--- config.mk ---
export PLATFORM = sky130hd
export DESIGN_NAME = chardisp_term_writer
export DESIGN_NICKNAME = d
export VERILOG_FILES = /design/src/rtl/chardisp_term_writer.sv
export SDC_FILE = /design/constraint.sdc
export NUM_CORES = 1
export LEC_CHECK = 0
export CAP_MARGIN = 20
export CORE_ASPECT_RATIO = 0.7
export CORE_MARGIN = 2
export CORE_UTILIZATION = 26
export CTS_BUF_LIST = sky130_fd_sc_hd__clkbuf_4
export DETAILED_ROUTE_END_ITERATION = 16
export MAX_ROUTING_LAYER = met4
export PLACE_DENSITY = 0.49
export SETUP_SLACK_MARGIN = 0.3
export SLEW_MARGIN = 20
export SYNTH_ARGS = -nofsm -noshare
export SYNTH_HDL_FRONTEND = slang
export SYNTH_SLANG_ARGS = --single-unit
--- constraint.sdc ---
create_clock -name CLK -period 2.8 [get_ports CLK]
set_clock_uncertainty 0.1 [all_clocks]
set_input_delay 0.84 -clock CLK [delete_from_list [all_inputs] [get_ports CLK]]
set_output_delay 0.84 -clock CLK [all_outputs]
set_load 0.05 [all_outputs]
--- src/rtl/chardisp_term_writer.sv ---
// chardisp_term_writer: turns a byte stream of ASCII characters into VRAM
// entry writes for the character display. Keeps an 80x50 text cursor,
// handles CR/LF/BS/FF and line wrap, and clears the screen at power-on and
// on FF, and the new line whenever the cursor moves onto it.
module chardisp_term_writer #(
    parameter int         COLS     = 80,
    parameter int         ROWS     = 50,
    parameter logic [6:0] CLR_CHAR = 7'h20
) (
    input  logic        CLK,
    input  logic        RST,
    input  logic        CHAR_VALID,
    input  logic [7:0]  CHAR_DATA,
    output logic        CHAR_READY,
    input  logic [13:0] ATTR,
    output logic [15:0] WRADDR,
    output logic [3:0]  BYTEEN,
    output logic        WREN,
    output logic [31:0] WRDATA,
    output logic        BUSY,
    output logic [6:0]  CURSOR_COL,
    output logic [5:0]  CURSOR_ROW
);

    localparam logic [1:0]  ST_IDLE     = 2'd0;
    localparam logic [1:0]  ST_CLR_LINE = 2'd1;
    localparam logic [1:0]  ST_CLR_ALL  = 2'd2;

    localparam logic [6:0]  COL_LAST   = 7'(COLS - 1);
    localparam logic [5:0]  ROW_LAST   = 6'(ROWS - 1);
    localparam logic [11:0] COLS_W     = 12'(COLS);
    localparam logic [11:0] ENTRY_LAST = 12'(ROWS * COLS - 1);

    logic [1:0]  r_state;
    logic [6:0]  r_col;
    logic [5:0]  r_row;
    logic [11:0] r_row_base;   // r_row * COLS, kept incrementally
    logic [11:0] r_clr_addr;   // next entry index to clear
    logic [11:0] r_clr_last;   // final entry index of the running clear
    logic        r_ready;
    logic        r_wren;
    logic [15:0] r_wraddr;
    logic [31:0] r_wrdata;

    logic        w_accept;
    logic        w_printable;
    logic        w_is_cr;
    logic        w_is_lf;
    logic        w_is_bs;
    logic        w_is_ff;
    logic        w_start_line;
    logic        w_start_all;
    logic [11:0] w_cur_entry;
    logic        w_row_wrap;
    logic [5:0]  w_next_row;
    logic [11:0] w_next_base;

    assign w_accept     = CHAR_VALID & r_ready & (r_state == ST_IDLE);
    assign w_printable  = (CHAR_DATA >= 8'h20) && (CHAR_DATA <= 8'h7E);
    assign w_is_cr      = (CHAR_DATA == 8'h0D);
    assign w_is_lf      = (CHAR_DATA == 8'h0A);
    assign w_is_bs      = (CHAR_DATA == 8'h08);
    assign w_is_ff      = (CHAR_DATA == 8'h0C);

    // A printable in the last column and LF both move onto a fresh line.
    assign w_start_line = w_accept & ((w_printable & (r_col == COL_LAST)) | w_is_lf);
    assign w_start_all  = w_accept & w_is_ff;

    assign w_cur_entry  = r_row_base + {5'd0, r_col};
    assign w_row_wrap   = (r_row == ROW_LAST);
    assign w_next_row   = w_row_wrap ? 6'd0 : r_row + 6'd1;
    assign w_next_base  = w_row_wrap ? 12'd0 : r_row_base + COLS_W;

    assign CHAR_READY = r_ready;
    assign WREN       = r_wren;
    assign WRADDR     = r_wraddr;
    assign WRDATA     = r_wrdata;
    assign BYTEEN     = r_wren ? 4'b0111 : 4'b0000;
    assign BUSY       = (r_state != ST_IDLE);
    assign CURSOR_COL = r_col;
    assign CURSOR_ROW = r_row;

    // Control FSM: cursor tracking, clear sequencing and the ready flag.
    always_ff @(posedge CLK) begin
        if (RST) begin
            r_state    <= ST_CLR_ALL;
            r_col      <= 7'd0;
            r_row      <= 6'd0;
            r_row_base <= 12'd0;
            r_clr_addr <= 12'd0;
            r_clr_last <= ENTRY_LAST;
            r_ready    <= 1'b0;
        end else begin
            case (r_state)
                ST_IDLE: begin
                    r_ready <= 1'b1;
                    if (w_start_line) begin
                        r_col      <= 7'd0;
                        r_row      <= w_next_row;
                        r_row_base <= w_next_base;
                        r_clr_addr <= w_next_base;
                        r_clr_last <= w_next_base + COLS_W - 12'd1;
                        r_state    <= ST_CLR_LINE;
                        r_ready    <= 1'b0;
                    end else if (w_start_all) begin
                        r_col      <= 7'd0;
                        r_row      <= 6'd0;
                        r_row_base <= 12'd0;
                        r_clr_addr <= 12'd0;
                        r_clr_last <= ENTRY_LAST;
                        r_state    <= ST_CLR_ALL;
                        r_ready    <= 1'b0;
                    end else if (w_accept) begin
                        if (w_printable) begin
                            r_col <= r_col + 7'd1;
                        end else if (w_is_cr) begin
                            r_col <= 7'd0;
                        end else if (w_is_bs && (r_col != 7'd0)) begin
                            r_col <= r_col - 7'd1;
                        end
                    end
                end
                ST_CLR_LINE, ST_CLR_ALL: begin
                    r_ready <= 1'b0;
                    if (r_clr_addr == r_clr_last) begin
                        r_state <= ST_IDLE;
                    end else begin
                        r_clr_addr <= r_clr_addr + 12'd1;
                    end
                end
                default: begin
                    r_state <= ST_IDLE;
                    r_ready <= 1'b0;
                end
            endcase
        end
    end

    // Bus side: one registered VRAM write per clear step or accepted printable.
    always_ff @(posedge CLK) begin
        if (RST) begin
            r_wren   <= 1'b0;
            r_wraddr <= 16'd0;
            r_wrdata <= 32'd0;
        end else if (r_state != ST_IDLE) begin
            r_wren   <= 1'b1;
            r_wraddr <= {2'b00, r_clr_addr, 2'b00};
            r_wrdata <= {25'd0, CLR_CHAR};
        end else if (w_accept && w_printable) begin
            r_wren   <= 1'b1;
            r_wraddr <= {2'b00, w_cur_entry, 2'b00};
            r_wrdata <= {10'd0, ATTR, 1'b0, CHAR_DATA[6:0]};
        end else begin
            r_wren   <= 1'b0;
        end
    end

endmodule
* After elaboration in Yosys (flattened, before gate mapping)
Cells that the tools add are included.
** Word-level totals
- Register bits after elaboration :: 86
- Input port bits :: 25
** Cells by class
- Bitwise gates (word level) :: 7
- Equality and inequality tests :: 12
- Reductions and logical operators :: 18
- Add/sub/neg operators :: 8
- Order comparisons :: 2
- Muxes and demuxes :: 28
** Operators by type and width (number)
- 12-bit 2-to-1 mux :: 6
- 7-bit 2-to-1 mux :: 6
- 8-bit by 4-bit equality test with 1-bit output, second input constant :: 4
- 6-bit 2-to-1 mux :: 5
- 14-bit 2-to-1 mux :: 2
- 12-bit by 7-bit adder with 12-bit output, second input constant :: 2
- 12-bit one-hot mux with 2 select lines :: 1
- 12-bit by 1-bit adder with 12-bit output, second input constant :: 1
- 12-bit by 7-bit adder with 12-bit output :: 1
- 12-bit equality test :: 1
- 12-bit by 1-bit subtractor with 12-bit output, second input constant :: 1
- 8-bit by 6-bit greater-or-equal comparator with 1-bit output, second input constant :: 1
- 8-bit by 7-bit <= comparator with 1-bit output, second input constant :: 1
- 2-bit nonzero test :: 4
- 7-bit by 1-bit adder with 7-bit output, second input constant :: 1
- 7-bit equality test, second input constant :: 1
- 7-bit nonzero test :: 1
- 7-bit by 1-bit subtractor with 7-bit output, second input constant :: 1
- 6-bit by 1-bit adder with 6-bit output, second input constant :: 1
- 6-bit equality test, second input constant :: 1
- 2-bit 2-to-1 mux :: 3
- 3-bit AND reduction :: 2
- 1-bit AND :: 5
- 5-bit nonzero test :: 1
- 15 further kinds :: 22

* Longest topological paths before layout
- Word-level depth :: 8
- Gate-level depth with buffers :: 11
- Depth with buffers taken out :: 11

* Worst setup path after synthesis
No wires, ideal clock.
- Kind :: flip-flop to flip-flop
- From :: register r_row[1] (netlist: CURSOR_ROW[1])
- To :: register r_clr_last[10]
- Arrival :: 2.511 ns
- Path buffers :: 0
- Clock period less this slack :: 2.747 ns
- Cell stages (with the launch flop) :: 12
- Required time :: 2.564 ns
- Path slack :: 0.053 ns
- Library setup time :: 0.136 ns
- Cell sequence :: dfxtp_1 inv_1 ha_1 nor4bb_1 nand2_1 nand2_1 ha_1 a21oi_1 o21ai_0 or4_1 mux2i_1 o21ai_0
** Between the ends
- Cells in the longest elaborated chain, start to end :: 5
** RTL lines
- from (decl) :: RTL line 36 : logic [5:0] r_row;
- from (signal assigned) :: RTL line 99 : r_row <= w_next_row;
- 6-bit equality test :: RTL line 70 : assign w_row_wrap = (r_row == ROW_LAST);
- 12-bit 2-to-1 mux :: RTL line 72 : assign w_next_base = w_row_wrap ? 12'd0 : r_row_base + COLS_W;
- 12-bit by 7-bit adder with 12-bit output :: RTL line 102 : r_clr_last <= w_next_base + COLS_W - 12'd1;
- 12-bit by 1-bit subtractor with 12-bit output :: RTL line 102
- 12-bit 2-to-1 mux :: RTL line 97 : if (w_start_line) begin
- to (signal assigned) :: RTL line 102
- to (decl) :: RTL line 39 : logic [11:0] r_clr_last;
No other way between the ends.
A chain may end at the register's enable or synchronous reset.

* Final worst setup path
- From :: input port CHAR_DATA[5]
- To :: register r_clr_addr[6]
** Between the ends
- Cells in the longest elaborated chain, start to end :: 7
** RTL lines
- from (decl) :: RTL line 13 : input logic [7:0] CHAR_DATA,
- 8-bit by 6-bit greater-or-equal comparator with 1-bit output or 8-bit by 7-bit <= comparator with 1-bit output (tied branches) :: RTL line 59 : assign w_printable = (CHAR_DATA >= 8'h20) && (CHAR_DATA <= 8'h7E);
- 1-bit logical AND :: RTL line 59
- 1-bit AND :: RTL line 66 : assign w_start_line = w_accept & ((w_printable & (r_col == COL_LAST)) | w_is_lf);
- 1-bit bitwise OR :: RTL line 66
- 1-bit AND :: RTL line 66
- 3-bit != test (no line) or 12-bit 2-to-1 mux (tied branches)
- 3-bit AND reduction (no line) or 12-bit one-hot mux with 2 select lines (tied branches)
- to (signal assigned) :: RTL line 101 : r_clr_addr <= w_next_base;
- to (signal assigned) :: RTL line 128 : r_clr_addr <= r_clr_addr + 12'd1;
- to (decl) :: RTL line 38 : logic [11:0] r_clr_addr;
Parallel ways exist; a longest one is shown, timed or not.

==> metrics.csv <==
metric,value,unit
first-pass GRT wire length,26100,µm
clock tree root driver cell,clkbuf_4,
initial antenna violation count,0,
post-layout min period,2.46,ns
total core area,18800,µm²
via count of the first global-routing pass,4584,
clk slew on worst S/H paths,0.14,ns
Row Count,42,
Die Wd,169,µm
multi-input logic area,3040,µm²
Worst Setup End Kind,register,
status,completed,
Routed WL,16600,µm
max cap viols,0,
area share of the largest cell type after synthesis,0.347,
DRT Pass-1 Iters,5,
YS warnings,0,
io pins,93,
total CTS buffers,9,
Max Clk Rate,0.407,GHz
CTS tree,built,
clk_lat worst skew,0.48,ns
Syn Area/Cell,7.88,µm²
detailed-route via count,5008,
# hold bufs at CTS,0,
share of layout cells above drive strength 1,0.180,
"commonest non-fill, non-tap cells in the layout","nand2_1, dfxtp_1, buf_4",
# fillers,1970,
share of flip-flops with an asynchronous set or reset,0,
critical path class,primary input to register,
Sink Count,86,
RSZ-0062 raised after global routing,no,
final core occ,0.351,
Residual DRC,0,
NumNets Final,787,
Tcrit/Tclk final,0.878,
DP Wirelength,12400,µm
Synth Cell Area,4960,µm²
DIE AREA,20200,µm²
clock buffer depth,2,
worst-path maximum fanout,9,
Iter 0 DRT Violations,518,
gr usage total,0.170,
HP Class,register to register,
#FFs+latches synth,86,
final hold violations,0,
Buffers on Ports,76,
Power Density,403,nW/µm²
initial core utilization,0.263,
n_diodes,0,
cells after synthesis,629,
final setup TNS,0,ns
top cell type by total area after synthesis,dfxtp_1,
Final Max Slew Viols,0,
WL per Instance,16.8,µm
Final setup viols,0,
vias per inst,5.05,
Antenna Nets Post-Route,0,
Worst Tran Pin Value,0.826,ns
Area contributors post-synth,"dfxtp_1, nand2_1, a21oi_1",
WP data required,3.06,ns
die height,120,µm
"EDFF count, synth",0,
Area Overhead vs Synth,33.1,%
"most common cell after layout, fill and taps aside",nand2_1,
Max H-tree Level,3,
sequential cell area,1730,µm²
P_leak,2.59,nW
total power,2.66,mW
largest net degree at the start of global routing,58,
Relative slew margins,0.448,
Congestion Overflow GR,0,
worst ir drop on vdd,0.202,mV
RePlAce Congestion,0.855,
Synth Flop Type,dfxtp_1,
synth unique cells,74,
crit start category,primary input,
"Arr. time, crit path",2.72,ns
"Seq/Total Area, Yosys",0.347,
[timing repair]
action	in CTS	in global routing
endpoints found under the setup margin	81	57
cloned	0	0
gates resized for setup	66	36
setup buffers	1	5
pin swaps	1	11
[power by group]
part           internal [mW]  total, mW  switching [mW]
Sequential              1.25       1.27          0.0281
Clock                  0.475      0.956           0.480
Combinational          0.156      0.427           0.271
[synthesized netlist by cell type, types with 2 or more instances]
library cell and count:
o21a_1 6, a311oi_1 2, nand3b_1 3, inv_1 19
a21o_1 2, buf_2 10, nor4_1 2, a221o_1 2
a31oi_1 5, a21boi_0 2, o221ai_1 4, nor2b_1 6
dfxtp_1 86, nor3_1 21, nor2_1 53, clkbuf_1 26
ha_1 16, nor4b_1 3, or4_1 3, o32ai_1 5
o31ai_1 2, and2_1 7, and3_1 6, o211ai_1 8
o22ai_1 7, xor2_1 5, a221oi_1 4, buf_1 2
o21bai_1 2, buf_4 19, nand2b_1 2, nand4_1 11
nand2_1 88, nand3_1 16, a22oi_1 15, nor3b_1 2
a32o_1 2, a21oi_1 56, a211oi_2 2, xnor2_1 22
o21ai_0 31, or3_1 7, a211oi_1 6
[per-stage QoR]
step | instances | setup slack [ns] | area (µm²) | hold WS, ns
2_1_floorplan | 644 | 0.272 | 5020 | 0.344
3_3_place_gp | 970 | -0.374 | 6310 | 0.342
3_5_place_dp | 970 | -0.390 | 6310 | 0.347
4_1_cts | 987 | 0.148 | 6480 | 0.363
5_1_grt | 992 | 0.295 | 6600 | 0.384
6_report | 992 | 0.341 | 6600 | 0.361
[layout make-up]
| type | instances | area share |
|---|---|---|
| Tap cell | 242 | 0.0459 |
| Inverter | 19 | 0.0114 |
| Clock inverter | 5 | 0.0161 |
| Sequential cell | 86 | 0.263 |
| Multi-Input combinational cell | 482 | 0.460 |
| Clock buffer | 11 | 0.0125 |
| Timing Repair Buffer | 147 | 0.191 |
[sequential cells by signal, summed over array words and instances, names as in the netlist]
register	cells
r_clr_last	12
WRDATA	21
CURSOR_ROW	6
CHAR_READY	1
CURSOR_COL	7
r_clr_addr	12
WRADDR	12
WREN	1
r_row_base	12
r_state	2
[logic make-up (layout without fill, tap and decap cells)]
kind of cell | count (synthesis) | after routing | synth area share
compound gates | 181 | 181 | 0.250
buf+inv | 76 | 182 | 0.0745
xor+xnor | 27 | 27 | 0.0477
simple gates | 239 | 239 | 0.231
other cells | 1 | 16 | 0.000757
flops | 86 | 86 | 0.347
mux | 2 | 2 | 0.00429
fa+ha+maj | 17 | 17 | 0.0444
[per-layer routing]
metal / global-route usage / vias to the layer above / part of all wire
li1: - / 2466 / -
met1: 0.256 / 2405 / 0.52
met2: 0.237 / 127 / 0.43
met3: 0.0303 / 10 / 0.049
met4: 0.0347 / 0 / 0.0087
met5: - / - / 0
[worst max-delay path, cell delays in order]
cell and delay, ns:
dlygate4sd2_1 0.32, nor4_4 0.36, nand2_2 0.12, o32a_4 0.36, a22o_4 0.31, buf_4 0.15, a211oi_1 0.19, nor3_1 0.06
[path summary, 6_finish.rpt]
kind / slack (ns) / cells after the start / endpoint / startpoint
min reg2reg: 0.36 / 2 / WRDATA[17]$_SDFFE_PP0P_ / WRDATA[17]$_SDFFE_PP0P_
max reg2reg: 0.42 / 11 / r_clr_last[10]$_SDFFE_PP1P_ / CURSOR_ROW[1]$_SDFFE_PP0P_
max: 0.34 / 8 / r_clr_addr[6]$_SDFFE_PP0P_ / CHAR_DATA[5]
min: 0.36 / 2 / WRDATA[17]$_SDFFE_PP0P_ / WRDATA[17]$_SDFFE_PP0P_
Note: power is estimated with default switching activity, not from simulation.
